$ cat src/rtl/img_scale_copier.sv
// ROM-to-framebuffer copier with run-time zoom / decimate / block-average / copy modes.
// Optional block averaging is compiled in when SCALER_AVG_EN is defined; otherwise mode 10 decimates.
module img_scale_copier #(
    parameter int unsigned SRC_W  = 160,
    parameter int unsigned SRC_H  = 120,
    parameter int unsigned PIX_W  = 8,
    parameter int unsigned ADDR_W = 19,
    parameter int unsigned MAX_F  = 4
) (
    input  logic              clk,
    input  logic              reset_n,
    input  logic              start,
    input  logic [1:0]        mode,
    input  logic [2:0]        factor,
    output logic [ADDR_W-1:0] rom_addr,
    input  logic [PIX_W-1:0]  rom_data,
    output logic [ADDR_W-1:0] ram_wraddr,
    output logic [PIX_W-1:0]  ram_data,
    output logic              ram_wren,
    output logic [9:0]        dst_w,
    output logic [9:0]        dst_h,
    output logic              busy,
    output logic              done
);

    localparam int unsigned DIM_W = 10;
    localparam int unsigned ACC_W = PIX_W + 4;
    localparam logic [ADDR_W-1:0] SRC_W_A = ADDR_W'(SRC_W);

    typedef enum logic [2:0] {S_IDLE, S_SETUP, S_COPY, S_FLUSH, S_DONE} state_t;

    state_t            state;
    logic [2:0]        col_per, row_per, blk_f;
    logic [ADDR_W-1:0] col_step, row_step;
    logic [DIM_W-1:0]  dx, dy;
    logic [2:0]        col_sub, row_sub, bx, by;
    logic [ADDR_W-1:0] pix_base, row_base, blk_base, wr_next;
    logic              t_v, t_last, flush_wait;

    // floor(src/f) with constant numerators only, so no divider is built
    function automatic logic [DIM_W-1:0] div_dim(input int unsigned src, input logic [2:0] f);
        case (f)
            3'd2:    return DIM_W'(src / 2);
            3'd3:    return DIM_W'(src / 3);
            3'd4:    return DIM_W'(src / 4);
            3'd5:    return DIM_W'(src / 5);
            3'd6:    return DIM_W'(src / 6);
            3'd7:    return DIM_W'(src / 7);
            default: return DIM_W'(src);
        endcase
    endfunction

    // Per-run parameters decoded from mode/factor at the start request
    logic [2:0]        f_eff, f_sel, n_col_per, n_row_per, n_blk;
    logic [ADDR_W-1:0] n_col_step, n_row_step;
    logic [DIM_W-1:0]  n_dw, n_dh;
    logic              is_zoom, is_copy, is_avg;
`ifdef SCALER_AVG_EN
    logic [2:0]        shift, n_shift;
    logic              t_first;
    logic [ACC_W-1:0]  acc, acc_sum;
`endif

    always_comb begin
        f_eff      = factor;
        if (factor == 3'd0)
            f_eff = 3'd1;
        else if (32'(factor) > MAX_F)
            f_eff = 3'(MAX_F);
        is_zoom    = (mode == 2'b00);
        is_copy    = (mode == 2'b11);
        is_avg     = 1'b0;
`ifdef SCALER_AVG_EN
        is_avg     = (mode == 2'b10);
        n_shift    = 3'd0;
`endif
        f_sel      = f_eff;
        if (is_avg)
            f_sel = (f_eff == 3'd1) ? 3'd1 : (f_eff < 3'd4) ? 3'd2 : 3'd4;
        n_dw       = DIM_W'(SRC_W);
        n_dh       = DIM_W'(SRC_H);
        n_col_per  = 3'd1;
        n_row_per  = 3'd1;
        n_blk      = 3'd1;
        n_col_step = ADDR_W'(1);
        n_row_step = SRC_W_A;
        if (is_zoom) begin
            n_dw      = DIM_W'(SRC_W * 32'(f_sel));
            n_dh      = DIM_W'(SRC_H * 32'(f_sel));
            n_col_per = f_sel;
            n_row_per = f_sel;
        end else if (!is_copy) begin
            n_dw       = div_dim(SRC_W, f_sel);
            n_dh       = div_dim(SRC_H, f_sel);
            n_col_step = ADDR_W'(f_sel);
            n_row_step = ADDR_W'(f_sel) * SRC_W_A;
            if (is_avg) begin
                n_blk = f_sel;
`ifdef SCALER_AVG_EN
                n_shift = (f_sel == 3'd1) ? 3'd0 : (f_sel == 3'd2) ? 3'd2 : 3'd4;
`endif
            end
        end
    end

    logic issuing, blk_end, row_end, issue_last;
    logic [ADDR_W-1:0] pix_next, row_next, blk_next;

    always_comb begin
        issuing    = (state == S_SETUP) || (state == S_COPY);
        blk_end    = (bx == blk_f - 3'd1) && (by == blk_f - 3'd1);
        row_end    = (dx == dst_w - 10'd1);
        issue_last = issuing && blk_end && row_end && (dy == dst_h - 10'd1);
        pix_next   = pix_base + col_step;
        row_next   = row_base + row_step;
        blk_next   = blk_base + SRC_W_A;
    end

`ifdef SCALER_AVG_EN
    assign acc_sum = (t_first ? ACC_W'(0) : acc) + ACC_W'(rom_data);
`endif

    always_ff @(posedge clk or negedge reset_n) begin
        if (!reset_n) begin
            state      <= S_IDLE;
            col_per    <= 3'd1;
            row_per    <= 3'd1;
            blk_f      <= 3'd1;
            col_step   <= ADDR_W'(1);
            row_step   <= SRC_W_A;
            dx         <= '0;
            dy         <= '0;
            col_sub    <= '0;
            row_sub    <= '0;
            bx         <= '0;
            by         <= '0;
            pix_base   <= '0;
            row_base   <= '0;
            blk_base   <= '0;
            wr_next    <= '0;
            t_v        <= 1'b0;
            t_last     <= 1'b0;
            flush_wait <= 1'b0;
            rom_addr   <= '0;
            ram_wraddr <= '0;
            ram_data   <= '0;
            ram_wren   <= 1'b0;
            dst_w      <= DIM_W'(SRC_W);
            dst_h      <= DIM_W'(SRC_H);
            busy       <= 1'b0;
            done       <= 1'b0;
`ifdef SCALER_AVG_EN
            shift      <= '0;
            t_first    <= 1'b0;
            acc        <= '0;
`endif
        end else begin
            case (state)
                S_IDLE: begin
                    if (start) begin
                        state    <= S_SETUP;
                        busy     <= 1'b1;
                        col_per  <= n_col_per;
                        row_per  <= n_row_per;
                        blk_f    <= n_blk;
                        col_step <= n_col_step;
                        row_step <= n_row_step;
                        dst_w    <= n_dw;
                        dst_h    <= n_dh;
                        dx       <= '0;
                        dy       <= '0;
                        col_sub  <= '0;
                        row_sub  <= '0;
                        bx       <= '0;
                        by       <= '0;
                        pix_base <= '0;
                        row_base <= '0;
                        blk_base <= '0;
                        rom_addr <= '0;
                        wr_next  <= '0;
`ifdef SCALER_AVG_EN
                        shift    <= n_shift;
`endif
                    end
                end
                S_SETUP, S_COPY: begin
                    // Walk the block, then the destination pixel grid, one read per cycle
                    if (!blk_end) begin
                        if (bx != blk_f - 3'd1) begin
                            bx       <= bx + 3'd1;
                            rom_addr <= rom_addr + ADDR_W'(1);
                        end else begin
                            bx       <= '0;
                            by       <= by + 3'd1;
                            blk_base <= blk_next;
                            rom_addr <= blk_next;
                        end
                    end else begin
                        bx <= '0;
                        by <= '0;
                        if (!row_end) begin
                            dx <= dx + 10'd1;
                            if (col_sub == col_per - 3'd1) begin
                                col_sub  <= '0;
                                pix_base <= pix_next;
                                blk_base <= pix_next;
                                rom_addr <= pix_next;
                            end else begin
                                col_sub  <= col_sub + 3'd1;
                                blk_base <= pix_base;
                                rom_addr <= pix_base;
                            end
                        end else begin
                            dx      <= '0;
                            dy      <= dy + 10'd1;
                            col_sub <= '0;
                            if (row_sub == row_per - 3'd1) begin
                                row_sub  <= '0;
                                row_base <= row_next;
                                pix_base <= row_next;
                                blk_base <= row_next;
                                rom_addr <= row_next;
                            end else begin
                                row_sub  <= row_sub + 3'd1;
                                pix_base <= row_base;
                                blk_base <= row_base;
                                rom_addr <= row_base;
                            end
                        end
                    end
                    if (issue_last) begin
                        state      <= S_FLUSH;
                        flush_wait <= 1'b0;
                    end else begin
                        state <= S_COPY;
                    end
                end
                S_FLUSH: begin
                    // Two cycles: ROM return, then the final write
                    if (flush_wait) begin
                        state <= S_DONE;
                        busy  <= 1'b0;
                        done  <= 1'b1;
                    end else begin
                        flush_wait <= 1'b1;
                    end
                end
                S_DONE: begin
                    done  <= 1'b0;
                    state <= S_IDLE;
                end
                default: state <= S_IDLE;
            endcase

            // Read tags follow the ROM latency; the write lands one cycle after data returns
            t_v      <= issuing;
            t_last   <= blk_end;
            ram_wren <= t_v && t_last;
            if (t_v && t_last) begin
                ram_wraddr <= wr_next;
                wr_next    <= wr_next + ADDR_W'(1);
`ifdef SCALER_AVG_EN
                ram_data   <= PIX_W'(acc_sum >> shift);
`else
                ram_data   <= rom_data;
`endif
            end
`ifdef SCALER_AVG_EN
            t_first <= (bx == 3'd0) && (by == 3'd0);
            if (t_v)
                acc <= acc_sum;
`endif
        end
    end

endmodule

$ cat config.mk
export PLATFORM = sky130hd
export DESIGN_NAME = img_scale_copier
export DESIGN_NICKNAME = d
export VERILOG_FILES = /design/src/rtl/img_scale_copier.sv
export SDC_FILE = /design/constraint.sdc
export NUM_CORES = 1
export LEC_CHECK = 0
export CAP_MARGIN = 20
export CORE_MARGIN = 1
export CORE_UTILIZATION = 54
export CTS_CLUSTER_SIZE = 28
export DETAILED_ROUTE_END_ITERATION = 8
export PLACE_DENSITY = 0.78
export SETUP_SLACK_MARGIN = 0.05
export SYNTH_ARGS = -nofsm -noshare
export SYNTH_HDL_FRONTEND = slang
export SYNTH_SLANG_ARGS = --single-unit
$ cat constraint.sdc
create_clock -name clk -period 2.8 [get_ports clk]
set_input_delay 0.28 -clock clk [delete_from_list [all_inputs] [get_ports clk]]
set_output_delay 0.28 -clock clk [all_outputs]
set_load 0.01 [all_outputs]
* Word level (Yosys, flattened, before mapping)
Index checks and enable logic that the tools add are counted.
** Storage, ports and cells
- Register bits after elaboration :: 224
- Logic and storage cells :: 156
- Bits of input ports :: 16
** Operators by class
- Order comparisons :: 1
- Eq/ne operators :: 21
- $mul :: 3
- Multiplexer cells :: 63
- $add $sub $neg :: 14
- Reduce and logical (&&, ||, !) cells :: 29
** Operators with widths (number)
- 19-bit 2-to-1 mux :: 13
- 19-bit case mux with 2 select lines :: 4
- 10-bit 2-to-1 mux :: 7
- 3-bit 2-to-1 mux :: 18
- 8-bit case mux with 6 select lines :: 1
- 7-bit case mux with 6 select lines :: 1
- 10-bit case mux with 2 select lines :: 2
- 19-bit by 1-bit adder with 19-bit output (second input constant) :: 2
- 19-bit adder :: 2
- 3-bit case mux with 2 select lines :: 4
- 11-bit 2-to-1 mux :: 2
- 10-bit by 1-bit adder with 10-bit output (second input constant) :: 2
- 10-bit == test :: 2
- 10-bit by 1-bit subtractor with 10-bit output (second input constant) :: 2
- 19-bit by 8-bit adder with 19-bit output (second input constant) :: 1
- 3-bit == test (second input constant) :: 5
- 3-bit by 1-bit adder with 3-bit output (second input constant) :: 4
- 3-bit by 2-bit == test with 1-bit output (second input constant) :: 4
- 3-bit zero test :: 4
- 2-bit AND reduction :: 6
- 2-bit nonzero test :: 6
- 2-bit inequality test (second input constant) :: 5
- 3-bit case mux with 3 select lines :: 1
- 3-bit AND reduction :: 3
- other kinds (19) :: 30

* Logic depth before layout (Yosys ltp)
Gate-level depths: netlist of the first run.
- Depth after elaboration :: 7
- Gate-level depth with buffers :: 13
- Depth with buffers taken out :: 11

* Least setup slack after synthesis of the first run
No wires, ideal clock.
- Path kind :: register to register
- Start point :: register dst_w[0]
- End point :: register rom_addr[6]
- Path buffers :: 3
- Path slack :: -0.343 ns
- Arrival time :: 3.022 ns
- Stages on the path, launching flop included :: 13
- Required time :: 2.678 ns
- Cells stage by stage :: dfrtp_1 -> clkbuf_1 -> inv_1 -> ha_1 -> clkbuf_1 -> o21bai_1 -> a2111o_1 -> o211ai_1 -> a21oi_1 -> or4_1 -> buf_2 -> or3_1 -> a32o_1
** Between the ends
- Word-level cells in the longest chain between the ends :: 5
** RTL lines
- start, declared :: RTL line 20 : output logic [9:0] dst_w,
- start signal, assigned :: RTL line 148 : dst_w <= DIM_W'(SRC_W);
- start signal, assigned :: RTL line 168 : dst_w <= n_dw;
- 10-bit by 1-bit subtractor with 10-bit output :: RTL line 112 : row_end = (dx == dst_w - 10'd1);
- 10-bit == test :: RTL line 112
- 19-bit 2-to-1 mux :: RTL line 201 : if (!row_end) begin
- 19-bit 2-to-1 mux :: RTL line 188 : if (!blk_end) begin
- 19-bit case mux with 2 select lines :: RTL line 158 : case (state)
- end signal, assigned :: RTL line 191 : rom_addr <= rom_addr + ADDR_W'(1);
- end signal, assigned :: RTL line 196 : rom_addr <= blk_next;
- end signal, assigned :: RTL line 207 : rom_addr <= pix_next;
- end, declared :: RTL line 15 : output logic [ADDR_W-1:0] rom_addr,
No other way between the ends.
A chain may end at the register's enable or synchronous reset.

* Final worst setup path of the first run
- Start point :: register dst_w[5]
- End point :: register rom_addr[10]
Same word-level chain as after synthesis.

==> metrics.md, run 1 <==
| Metric | Value |
|---|---|
| Status | `finished, violations left` |
| Failing checks | `setup timing` |
| Part of the cycle the worst path needs | `104%` |
| H-tree Lvls | `4` |
| Max cap viols | `0` |
| # rows | `51` |
| GP Congestion | `0.890` |
| Via count of the first global-routing pass | `9641` |
| Largest fanout on the critical path | `6` |
| Worst Hold Class | `in2reg` |
| Initial antenna violation count | `0` |
| Final instance area | `0.0140 mm2` |
| Crit-path cells | `or4_4 -> or4_4 -> a21oi_4 -> nor2_2 -> or4_4 -> buf_8 -> buf_8 -> mux2_4 -> o21ai_2` |
| Diode count | `0` |
| Fin util | `71.5%` |
| Post-DP Area | `0.0126 mm2` |
| Library cells used by synthesis | `74` |
| Clock-pin slew on the worst setup and hold paths | `0.08 ns` |
| Pre-CTS WS | `-0.112 ns` |
| TritonCTS Buffers | `17` |
| Layout Nets | `1431` |
| CP dominant cell by count | `or4_4` |
| Peak Freq | `344 MHz` |
| Via density | `6.20` |
| Largest net degree at the start of global routing | `75` |
| Setup Total Neg Slack | `-1.88 ns` |
| Drt wl/cell | `19.3 um` |
| Largest delay share family, worst path | `simple AND/OR/NAND/NOR gates` |
| Post-route ant nets | `0` |
| Critical path arrival | `3.28 ns` |
| Seq cells post-synth | `187` |
| Clock Path Buffers | `2` |
| First-pass GRT wire length | `49400 um` |
| Die Ht | `144 um` |
| CTS Sinks | `187` |
| DRT iter0 DRCs | `942` |
| Compound-cell area share of the yosys netlist | `17.8%` |
| Sequential share of the synthesized area | `43.2%` |
| CTS Root Cell | `clkbuf_16` |
| Mean post-synth cell area | `8.92 um2` |
| Final WL | `32000 um` |
| Die area | `0.0207 mm2` |
| Slack of the critical path | `-0.111 ns` |
| Primary FF master, synth | `dfrtp_1` |
| Count of input and output buffers | `84` |
| Setup violations, final | `40` |
| CTS tree | `built` |
| Clock Latency Late Sink | `0.44 ns` |
| Net count after synthesis | `1270` |
| CP peak stage delay | `0.53 ns` |
| Tmin final | `2.91 ns` |
| Total iterations of the first detailed-routing run | `7` |
| Total number of vias | `10300` |
| Layout area overhead | `28.8%` |
| Post-Synth Adder-Cell Area | `4.24%` |
| IO Pins | `85` |
| Hpwl dp | `20900 um` |
| Synth Area in Simple Gates | `21.4%` |
| Max-slew headroom | `50.6%` |
| Total power draw | `14.9 mW` |
| Initial Utilization | `55.5%` |
| Die Span X | `144 um` |
| Max Slew Vio Count | `0` |
| Yosys warns | `0` |
| DRC viols | `0` |
| CP Capture Type | `flop` |
| PD cells | `1060 mW/mm2` |
| CP Launch Point | `dst_w[5]` |
| Critical Path RT | `3.17 ns` |
| Post-synth ARST share | `100%` |
| Setup Skew | `0.0113 ns` |
| Largest family of logic cells by synthesized area | `simple AND/OR/NAND/NOR gates` |
| CP max stage cell | `or4_4` |
| Final Hold Fails | `0` |
| Static Leakage | `6.23 nW` |
| GRT Total Usage | `30.9%` |
| Core Region | `0.0196 mm2` |
| Post-Syn Instances | `1219` |
| Share of cells above drive strength 1 | `18.9%` |
| Worst reg2reg path startpoint | `dst_w[5]` |
| Total gr overflow | `0` |
| Max VDD drop | `0.000621 V` |
| EDFF count, synth | `0` |
| Hold_sp | `rom_data[6]` |
| Post-synthesis cell area | `0.0109 mm2` |
| RSZ-0062 raised after global routing | `true` |
| Slew @ Worst Pin | `0.738 ns` |
| CP bufs+invs | `2` |
| Post-Synth XOR/XNOR Area | `7.10%` |
| Number of fillers in the final layout | `1453` |
| Post-synthesis mux area share | `2.70%` |
| Startpoint types | `flop` |
| Crit Path Class | `reg2reg` |
-- per-layer routing --
metal / track usage, % / up-vias / wire length (um)
li1: - / 4689 / -
met1: 41.1 / 4982 / 13300
met2: 50.5 / 501 / 15500
met3: 5.73 / 102 / 2330
met4: 10.5 / 0 / 865
met5: 0 / - / 0
-- cells by family after synthesis --
| logic type | Yosys count |
|---|---|
| AND/OR/NAND/NOR | 484 |
| flip-flops | 187 |
| multiplexers | 28 |
| XOR/XNOR | 85 |
| adder cells (fa/ha/maj) | 35 |
| AO/OA/AOI/OAI | 299 |
| buffers and inverters | 101 |
-- path summary, 6_finish.rpt --
kind / to / slack [ns] / depth (start not counted)
hold / removal: ram_data[6] / 0.36 / 3
hold reg to reg: ram_wraddr[17] / 0.47 / 2
max in group asynchronous: pix_base[13] / 1.57 / 3
setup / recovery: rom_addr[10] / -0.11 / 9
min in group asynchronous: ram_wraddr[2] / 0.43 / 2
setup reg to reg: rom_addr[10] / -0.11 / 9
-- placed cells by master (no fill, tap or decap), types with 18 or more instances in the layout --
cell type          n
nand3_1           46
ha_1              30
xnor2_1           44
o21ai_0           80
nor2_1            71
clkdlybuf4s50_1   83
xor2_1            36
a21oi_1           38
nand4_1           18
dfrtp_1          176
inv_1             39
buf_4             96
nand2_1          201
nor3_1            20
-- stage by stage --
stage	hold slack (ns)	std cells
after global placement	0.345	1605
after floorplan	-0.0156	1219
final	0.360	1658
after CTS	0.349	1646
after global routing	0.367	1658
after detailed placement	0.344	1605
-- power breakdown --
| group | total, mW | internal, mW | switching, mW |
|---|---|---|---|
| combinational | 8.40 | 3.45 | 4.95 |
| clock | 2.51 | 1.23 | 1.28 |
| sequential | 4.00 | 3.34 | 0.661 |
| total | 14.9 | 8.02 | 6.89 |
-- layout make-up --
| type | count | area, um2 | area share (%) |
|---|---|---|---|
| clock inverter | 15 | 193 | 1.38 |
| inverter | 42 | 160 | 1.14 |
| clock buffer | 17 | 425 | 3.04 |
| tap | 265 | 332 | 2.37 |
| sequential | 187 | 4690 | 33.5 |
| timing repair buffer | 201 | 1870 | 13.4 |
| multi-input combinational | 931 | 6330 | 45.2 |
-- synthesized netlist by cell type, types with 10 or more instances --
cell type | instances | area share (%)
nand2_1 | 204 | 7.0
dfrtp_1 | 178 | 41
o21ai_0 | 108 | 5.0
nor2_1 | 76 | 2.6
clkbuf_1 | 50 | 1.7
nand3_1 | 50 | 2.3
xnor2_1 | 44 | 3.5
a21oi_1 | 43 | 2.0
inv_1 | 41 | 1.4
xor2_1 | 39 | 3.1
ha_1 | 32 | 3.7
nor3_1 | 28 | 1.3
mux2i_1 | 20 | 1.8
nor2b_1 | 19 | 1.1
a31oi_1 | 18 | 1.0
nand4_1 | 18 | 1.0
and3_1 | 17 | 0.98
o31ai_1 | 17 | 1.2
a21o_1 | 16 | 1.1
a22o_1 | 10 | 0.81
o211ai_1 | 10 | 0.69
-- state kept, by name, summed over array words and instances, names as in the netlist, 4 cells and up --
name and flops:
blk_base 19, dst_h 10, dst_w 9, dx 10
dy 10, pix_base 19, ram_data 8, ram_wraddr 19
rom_addr 19, row_base 14, row_step 4, wr_next 19
-- worst min-delay path, cell delays in order --
cell             delay (ns)
clkdlybuf4s50_1        0.39
nand2_1                0.05
nand2_1                0.04
-- what timing repair did --
item / 4_1_cts / 5_1_grt
setup endpoints to repair: 73 / 96
hold buffers: 1 / 0
gates cloned: 1 / 1
pin swaps: 19 / 21
resized for setup: 61 / 84
endpoints found under the hold margin: 64 / 0
setup buffers: 7 / 11
(Power assumes the default switching activity.)
==> run 2: changes to the inputs <==
==> constraint.sdc (replaced) <==
create_clock -name clk -period 2.8 [get_ports clk]
set_input_delay 0.28 -clock clk [delete_from_list [all_inputs] [get_ports clk]]
set_output_delay 0.28 -clock clk [all_outputs]
set_load 0.05 [all_outputs]
==> metrics.md, run 2 (synthesis results as in run 1) <==
| Metric | Value |
|---|---|
| PD cells | `1110 mW/mm2 (was 1060 mW/mm2)` |
| Clock Latency Late Sink | `0.44 ns (about the same)` |
| Drt wl/cell | `18.9 um (was 19.3 um)` |
| Startpoint types | `flop (unchanged)` |
| Total gr overflow | `0 (unchanged)` |
| Clock Path Buffers | `2 (unchanged)` |
| Share of cells above drive strength 1 | `17.3% (was 18.9%)` |
| Setup Skew | `0.0122 ns (was 0.0113 ns)` |
| Core Region | `0.0196 mm2 (unchanged)` |
| Met3 Track Usage GR | `5.13% (was 5.73%)` |
| IO Pins | `85 (unchanged)` |
| Max Slew Vio Count | `0 (unchanged)` |
| Total number of vias | `10100 (was 10300)` |
| Via density | `6.15 (was 6.20)` |
| Initial Utilization | `55.5% (unchanged)` |
| Critical path arrival | `3.20 ns (was 3.28 ns)` |
| Tmin final | `2.84 ns (was 2.91 ns)` |
| DRT iter0 DRCs | `967 (was 942)` |
| Diode count | `0 (unchanged)` |
| Max-slew headroom | `48.9% (was 50.6%)` |
| Die Ht | `144 um (unchanged)` |
| Failing checks | `setup timing (unchanged)` |
| Initial antenna violation count | `0 (unchanged)` |
| TritonCTS Buffers | `17 (unchanged)` |
| Number of fillers in the final layout | `1488 (was 1453)` |
| Count of input and output buffers | `84 (unchanged)` |
| Total iterations of the first detailed-routing run | `6 (was 7)` |
| Status | `finished, violations left (unchanged)` |
| Hpwl dp | `21000 um (was 20900 um)` |
| Largest fanout on the critical path | `6 (unchanged)` |
| Crit Path Class | `reg2reg (unchanged)` |
| H-tree Lvls | `4 (unchanged)` |
| Most used routing layer | `met2 (unchanged)` |
| Max VDD drop | `0.000725 V (was 0.000621 V)` |
| Final Hold Fails | `0 (unchanged)` |
| Layout Nets | `1417 (was 1431)` |
| CTS Sinks | `187 (unchanged)` |
| First-pass GRT wire length | `49300 um (was 49400 um)` |
| RSZ-0062 raised after global routing | `true (unchanged)` |
| Final WL | `31100 um (was 32000 um)` |
| CTS Root Cell | `clkbuf_16 (unchanged)` |
| Commonest non-fill, non-tap cell in the layout | `nand2_1 (unchanged)` |
| Reg2reg setup slack | `-0.04 ns (was -0.11 ns)` |
| Setup violations, final | `15 (was 40)` |
| Most frequent cells in the layout | `nand2_1 (202), dfrtp_1 (175), buf_4 (89) (was nand2_1 (201), dfrtp_1 (176), buf_4 (96))` |
| Via count of the first global-routing pass | `9728 (was 9641)` |
| # rows | `51 (unchanged)` |
| Met1 Use GR | `41.1% (about the same)` |
| Critical Path RT | `3.17 ns (about the same)` |
| Post-route ant nets | `0 (unchanged)` |
| Clock-pin slew on the worst setup and hold paths | `0.08 ns (about the same)` |
| Slew @ Worst Pin | `0.767 ns (was 0.738 ns)` |
| GRT Total Usage | `30.7% (was 30.9%)` |
| Total power draw | `15.3 mW (was 14.9 mW)` |
| Worst Hold Class | `in2reg (unchanged)` |
| Die area | `0.0207 mm2 (unchanged)` |
| Layout area overhead | `26.4% (was 28.8%)` |
| Slack of the critical path | `-0.0360 ns (was -0.111 ns)` |
| DRC viols | `0 (unchanged)` |
| GR Layer Usage met2 | `49.7% (was 50.5%)` |
| Largest net degree at the start of global routing | `94 (was 75)` |
| CTS tree | `built (unchanged)` |
| Static Leakage | `6.11 nW (was 6.23 nW)` |
| GP Congestion | `0.914 (was 0.890)` |
| Hold WS | `0.356 ns (was 0.360 ns)` |
| Peak Freq | `353 MHz (was 344 MHz)` |
| Max cap viols | `0 (unchanged)` |
| Part of the cycle the worst path needs | `101% (was 104%)` |
| CP Capture Type | `flop (unchanged)` |
| Die Span X | `144 um (unchanged)` |
run 2: cell count changes in the layout (fill, tap and decap cells not counted), sizes merged:
cell,change
clkinv,-1
buf,-16
nor2,+1
clkbuf,+2
clkinvlp,-1
run 2: worst max-delay path: stages (launching register included):
cell and delay, ns:
dfrtp_2 0.40, or4_4 0.53, or4_4 0.44, a21oi_4 0.15, nor2_2 0.06, or4_4 0.51
buf_8 0.18, mux2_4 0.32, a31oi_4 0.17
run 2: report_power, final:
group	switching (mW)	leakage (nW)	internal, mW
Sequential	0.656	2.49	3.35
Clock	1.16	0.280	1.20
Combinational	5.68	3.34	3.27
run 2: what timing repair did:
action,CTS,global route
pin swaps,7,22
endpoints found under the hold margin,84,0
gates cloned,1,1
setup buffers,5,2
gates resized for setup,49,64
hold buffers,1,0
setup endpoints to repair,74,85
run 2: path summary, 6_finish.rpt:
check,startpoint,depth (start not counted),end
setup / recovery,dst_w[3],8,rom_addr[9]
hold / removal,rom_data[3],3,ram_data[3]
setup reg to reg,dst_w[3],8,rom_addr[9]
hold reg to reg,ram_wraddr[3],2,ram_wraddr[3]
max in group asynchronous,reset_n,3,rom_addr[10]
min in group asynchronous,reset_n,2,ram_wraddr[6]
run 2: cell type report:
type / instances / area (um2) / area share, %
multi-input combinational: 932 / 6290 / 45.8
sequential: 187 / 4690 / 34.2
timing repair buffer: 186 / 1710 / 12.4
clock buffer: 18 / 439 / 3.20
tap: 265 / 332 / 2.41
inverter: 42 / 158 / 1.15
clock inverter: 13 / 128 / 0.929
run 2: metrics by stage:
step	TNS (ns)	instance area [um2]	worst slack (ns)	util [%]	instances
after global placement	-1.07	12600	-0.107	64.3	1603
after floorplan	-9.19	10900	-0.288	-	1219
after global routing	-2.47	13700	-0.128	70.2	1643
final	-0.159	13700	-0.0360	70.2	1643
after detailed placement	-2.31	12600	-0.124	64.3	1603
after CTS	-0.315	13400	-0.0384	68.6	1641
run 2: per-layer routing:
| metal | up-vias | part of all wire, % |
|---|---|---|
| met5 | - | 0 |
| met4 | 0 | 2.4 |
| met3 | 57 | 7.0 |
| met2 | 437 | 49 |
| met1 | 4975 | 42 |
| li1 | 4640 | - |
